--- src/rtl/mdu_divider.sv ---
// Iterative 32-bit restoring divider for DIV/DIVU: one quotient bit per cycle,
// start/busy/done handshake, quotient destined for LO and remainder for HI.
module mdu_divider (
    input  logic        clk,
    input  logic        rst,
    input  logic        iStart,
    input  logic        iSigned,
    input  logic [31:0] iDividend,
    input  logic [31:0] iDivisor,
    output logic        oBusy,
    output logic        oDone,
    output logic [31:0] oQuotient,
    output logic [31:0] oRemainder
);

    typedef enum logic [1:0] {IDLE, RUN, FIX, DONE} state_t;

    state_t      state_q;
    logic [4:0]  cnt_q;
    logic [31:0] dvd_q, dvs_q, rem_q;
    logic        negq_q, negr_q;
    logic        busy_q, done_q;
    logic [31:0] quot_q, remo_q;

    logic        accept;
    logic [31:0] mag_a, mag_b;
    logic [32:0] trial;
    logic        qbit;
    logic [31:0] rem_d, dvd_d, quot_d, remo_d;

    always_comb begin
        accept = iStart && (state_q == IDLE || state_q == DONE);
        mag_a  = (iSigned && iDividend[31]) ? (~iDividend + 32'd1) : iDividend;
        mag_b  = (iSigned && iDivisor[31])  ? (~iDivisor + 32'd1)  : iDivisor;

        trial  = {rem_q, dvd_q[31]} - {1'b0, dvs_q};
        qbit   = ~trial[32];
        rem_d  = qbit ? trial[31:0] : {rem_q[30:0], dvd_q[31]};
        dvd_d  = {dvd_q[30:0], qbit};

        // A zero divisor must yield all-ones even when the sign fix would negate it.
        quot_d = negq_q ? (~dvd_q + 32'd1) : dvd_q;
        if (dvs_q == '0) quot_d = '1;
        remo_d = negr_q ? (~rem_q + 32'd1) : rem_q;
    end

    always_ff @(posedge clk or posedge rst) begin
        if (rst) begin
            state_q <= IDLE;
            cnt_q   <= '0;
            dvd_q   <= '0;
            dvs_q   <= '0;
            rem_q   <= '0;
            negq_q  <= 1'b0;
            negr_q  <= 1'b0;
            busy_q  <= 1'b0;
            done_q  <= 1'b0;
            quot_q  <= '0;
            remo_q  <= '0;
        end else begin
            case (state_q)
                IDLE, DONE: begin
                    done_q <= 1'b0;
                    if (accept) begin
                        dvd_q   <= mag_a;
                        dvs_q   <= mag_b;
                        rem_q   <= '0;
                        cnt_q   <= '0;
                        negq_q  <= iSigned & (iDividend[31] ^ iDivisor[31]);
                        negr_q  <= iSigned & iDividend[31];
                        busy_q  <= 1'b1;
                        state_q <= RUN;
                    end else begin
                        state_q <= IDLE;
                    end
                end
                RUN: begin
                    rem_q <= rem_d;
                    dvd_q <= dvd_d;
                    cnt_q <= cnt_q + 5'd1;
                    if (cnt_q == 5'd31) state_q <= FIX;
                end
                FIX: begin
                    quot_q  <= quot_d;
                    remo_q  <= remo_d;
                    busy_q  <= 1'b0;
                    done_q  <= 1'b1;
                    state_q <= DONE;
                end
                default: state_q <= IDLE;
            endcase
        end
    end

    assign oBusy      = busy_q;
    assign oDone      = done_q;
    assign oQuotient  = quot_q;
    assign oRemainder = remo_q;

endmodule

--- config.mk ---
export PLATFORM = sky130hd
export DESIGN_NAME = mdu_divider
export DESIGN_NICKNAME = d
export VERILOG_FILES = /design/src/rtl/mdu_divider.sv
export SDC_FILE = /design/constraint.sdc
export NUM_CORES = 1
export LEC_CHECK = 0
export CORE_UTILIZATION = 45
export CTS_BUF_LIST = sky130_fd_sc_hd__clkbuf_8
export CTS_CLUSTER_SIZE = 24
export DETAILED_ROUTE_END_ITERATION = 12
export GPL_TIMING_DRIVEN = 0
export PLACE_DENSITY = 0.67
export SLEW_MARGIN = 10
export SYNTH_ARGS = -nofsm -noshare
export SYNTH_HDL_FRONTEND = slang
export SYNTH_SLANG_ARGS = --single-unit
--- constraint.sdc ---
create_clock -name clk -period 13 [get_ports clk]
set_input_delay 3.25 -clock clk [delete_from_list [all_inputs] [get_ports clk]]
set_output_delay 3.25 -clock clk [all_outputs]
set_load 0.02 [all_outputs]
==> impl_summary.txt <==
----------------------------------------------------
[Drt]
  TritonRoute pass-1 iters ... 5
  # DRC ... 0
  Average wire length per cell after detail routing ... 16.90 um
  DR iter-0 viols ... 658
  Mean number of vias per cell ... 5.541
  Number of nets still failing antenna checks after routing ... 0
  Via total after detailed routing ... 9918
  Total wire length ... 30.24 mm

[Timing]
  Final setup violating endpoints ... 0
  Final worst clock skew ... 0.01793 ns
  Crit path time final ... 6.120 ns
  Transition time at the pin with the least slew margin ... 0.9196 ns
  Highest clock frequency the design can meet ... 0.1634 GHz
  Final max-slew violation count ... 0
  Slack of the critical path ... 6.880 ns
  Setup repair after global routing missed its margin ... false
  Final setup TNS ... 0 ns
  Max-Slew Margin vs Limit ... 37.83%
  Share of the clock period used by the worst path after layout ... 47.07%
  Final number of hold-violating endpoints ... 0

[Logic synthesis]
  Count of flip-flops with a built-in enable after synthesis ... 0
  Top cells by instance count after synthesis ... 171 x sky130_fd_sc_hd__dfrtp_1, 152 x sky130_fd_sc_hd__nand2_1, 141 x sky130_fd_sc_hd__o21ai_0, 130 x sky130_fd_sc_hd__a21oi_1, 120 x sky130_fd_sc_hd__nor2_1
  Leading register cell type out of synthesis ... sky130_fd_sc_hd__dfrtp_1
  Post-synthesis xor/xnor area fraction ... 11.36%
  Mux share of post-synthesis cell area ... 4.092%
  Post-synthesis instance area ... 11100 um2
  Synthesized Nets ... 1410
  Gate Count Post-Synth ... 1300
  Per-instance average area after synthesis ... 8.539 um2
  Main combinational cell family by area after synthesis ... compound AO/OA/AOI/OAI gates
  Seq/Total Area, Yosys ... 38.55%
  Synthesized-area fraction occupied by ao, oa, aoi and oai cells ... 19.84%
  Number of synthesis warnings ... 0
  Most area-hungry cell type in the Yosys netlist ... sky130_fd_sc_hd__dfrtp_1
  Simple-gate portion of the synthesized area ... 17.21%
  Most instantiated library cell after synthesis ... sky130_fd_sc_hd__dfrtp_1
  Synth async-reset ratio ... 100.0%
  Distinct cell type count of the synthesized netlist ... 65
  Fraction of the mapped netlist area in adder cells ... 4.802%
  Total of flip-flops plus latches after synthesis ... 171
  Cells taking the most area after synthesis ... sky130_fd_sc_hd__dfrtp_1 39%, sky130_fd_sc_hd__xor2_1 7.1%, sky130_fd_sc_hd__o21ai_0 6.4%
  Top-area cell type share of the netlist area ... 38.55%

[CTS]
  Setup Fix Bufs, Post-CTS ... 0
  Number of H-tree branching levels ... 4
  Resized Gates After CTS ... 0
  Number of buffers added by the clock tree synthesis step ... 17
  Clk pin slew, worst setup/hold paths ... 0.11 ns
  Clock Sink Count ... 171
  Buffer levels on the longest clock path ... 2
  Root buffer cell ... sky130_fd_sc_hd__clkbuf_8
  Latest clock arrival within the worst-skew pair ... 0.49 ns
  Cts-stage hold buffer count ... 0
  TritonCTS clock tree ... yes

[Worst setup path]
  Critical path launch point type ... input port
  Worst path arrival time ... 6.49 ns
  R2R cell count ... 13
  Worst Setup Path Type ... input port to flip-flop
  Crit path capture type ... flip-flop
  Peak fanout along the critical path ... 5
  Critical R2R Capture ... rem_q[24]
  Worst reg2reg path startpoint ... rem_q[0]
  Data required time at the worst endpoint ... 13.37 ns
  Reg2reg setup slack ... 8.94 ns

[GRT]
  Residual overflow from global routing ... 0
  Overall track demand over capacity in global routing ... 24.33%
  Global-route wire length before repair ... 49.18 mm
  Initial antenna violation count ... 0
  Maximum number of pins on one net before global-route repair ... 106
  Vias in the first global route ... 9288

[Floorplan]
  # IOs ... 134
  Die area ... 25300 um2
  Die height ... 159.1 um
  Initial core utilization ... 45.78%
  Die Wd ... 159.1 um
  Site Rows ... 57
  Area of the core ... 24250 um2

[Hold path]
  Cell count of the worst hold path ... 2
  Worst Hold End ... cnt_q[4]
  Min-Delay Startpoint ... cnt_q[4]
  Type of the tightest min-delay check ... flip-flop to flip-flop

[Run status]
  Outcome ... finished, final reports clean

[Power and ir drop]
  Total design power ... 3885 uW
  Ratio of total power to cell area ... 292.4 nW/um2
  Leakage power summed over all cells ... 0.005819 uW
  Worst vdd rail ir drop ... 0.1217 mV

[Placement]
  GP Congestion ... 0.9285
  Worst-case setup slack after placement ... 6.427 ns
  Estimated wirelength of the detail-placed design ... 23.21 mm
  Buffers on Ports ... 133

[Finish]
  Number of diodes added for antenna fixing ... 0
  Area delta synth->final ... 19.67%
  Nets ... 1563
  Ratio of cells with drive above 1 in the final layout ... 4.707%

[Flow run]
  Number of max-capacitance violations reported ... 0

----------------------------------------------------
[area by class of cell]
cell class	count	area, um2
fill	2263	10960
sequential	171	4279
clock buffer	18	247.7
inverter	54	210.2
tap	324	405.4
clock inverter	14	163.9
timing repair buffer	134	1359
buffer	61	257.7
multi-input combinational	1014	6361
[per-layer routing]
layer / share of wire (%) / GRT usage (%) / vias up
li1: - / - / 4866
met1: 48 / 35.71 / 4700
met2: 44 / 37.16 / 301
met3: 5.3 / 3.022 / 51
met4: 2.5 / 7.955 / 0
met5: 0 / 0 / -
[stage by stage]
step / instances / hold WS [ns] / utilization [%] / area, um2
2_1_floorplan: 1300 / 0.4453 / - / 11100
3_3_place_gp: 1757 / 0.4644 / 52.94 / 12840
3_5_place_dp: 1758 / 0.4735 / 53.09 / 12870
4_1_cts: 1790 / 0.4970 / 54.78 / 13280
5_1_grt: 1790 / 0.5168 / 54.78 / 13280
6_report: 1790 / 0.4963 / 54.78 / 13280
[sequential cells by signal, indices dropped and copies added (netlist names)]
register,flops
cnt_q,5
dvd_q,32
dvs_q,32
negq_q,1
negr_q,1
oBusy,1
oDone,1
oQuotient,32
oRemainder,32
rem_q,32
state_q,2
[worst max-delay path, cell delays in order]
cell,delay [ns]
sky130_fd_sc_hd__clkdlybuf4s50_1,0.47
sky130_fd_sc_hd__or3_1,0.40
sky130_fd_sc_hd__nor3b_1,0.47
sky130_fd_sc_hd__nand2_1,0.22
sky130_fd_sc_hd__nor4b_1,0.81
sky130_fd_sc_hd__a41oi_1,0.29
sky130_fd_sc_hd__nor2_1,0.25
sky130_fd_sc_hd__nand2_1,0.10
sky130_fd_sc_hd__xnor2_1,0.15
sky130_fd_sc_hd__o21ai_0,0.09
[cells in the final DEF, fill, tap and decap left out, drive strengths merged, types with 5 or more instances in the layout]
cell	count
clkbuf	69
nand2b	12
o41ai	6
mux2i	30
inv	64
a21o	20
or4	12
nor2b	6
buf	11
nor2	120
nand3	12
or2	7
nand2	152
xnor2	54
o21a	8
nor4	13
a31oi	9
and3	9
mux2	13
clkdlybuf4s50	133
nand4	5
a32oi	7
a21oi	130
nor3	14
o31ai	25
dfrtp	171
o22ai	6
and2	9
or3	23
xor2	90
ha	41
o21ai	141
[worst max-delay path by stage]
stage	from	end	slack (ns)
after CTS	iDivisor[10]	dvs_q[31]	6.93
after detailed placement	iDivisor[10]	dvs_q[31]	6.43
after global routing	iDivisor[10]	dvs_q[31]	6.64
after global placement	rst	dvs_q[8]	2.84
after floorplan	rst	cnt_q[0]	5.12
final	iDivisor[2]	dvs_q[30]	6.88
[report_power, final]
group          leakage [uW]  switching, uW  internal, uW
combinational       0.00350           1380          1010
clock              0.000212            234           169
sequential          0.00210            295           794
[logic make-up (layout without fill, tap and decap cells)]
kind of cell,Yosys count,after routing
XOR/XNOR,144,144
adder cells (fa/ha/maj),42,42
flip-flops,171,171
buffers and inverters,115,281
multiplexers,43,43
AO/OA/AOI/OAI,377,377
AND/OR/NAND/NOR,408,408
Note: power is estimated with default switching activity, not from simulation.
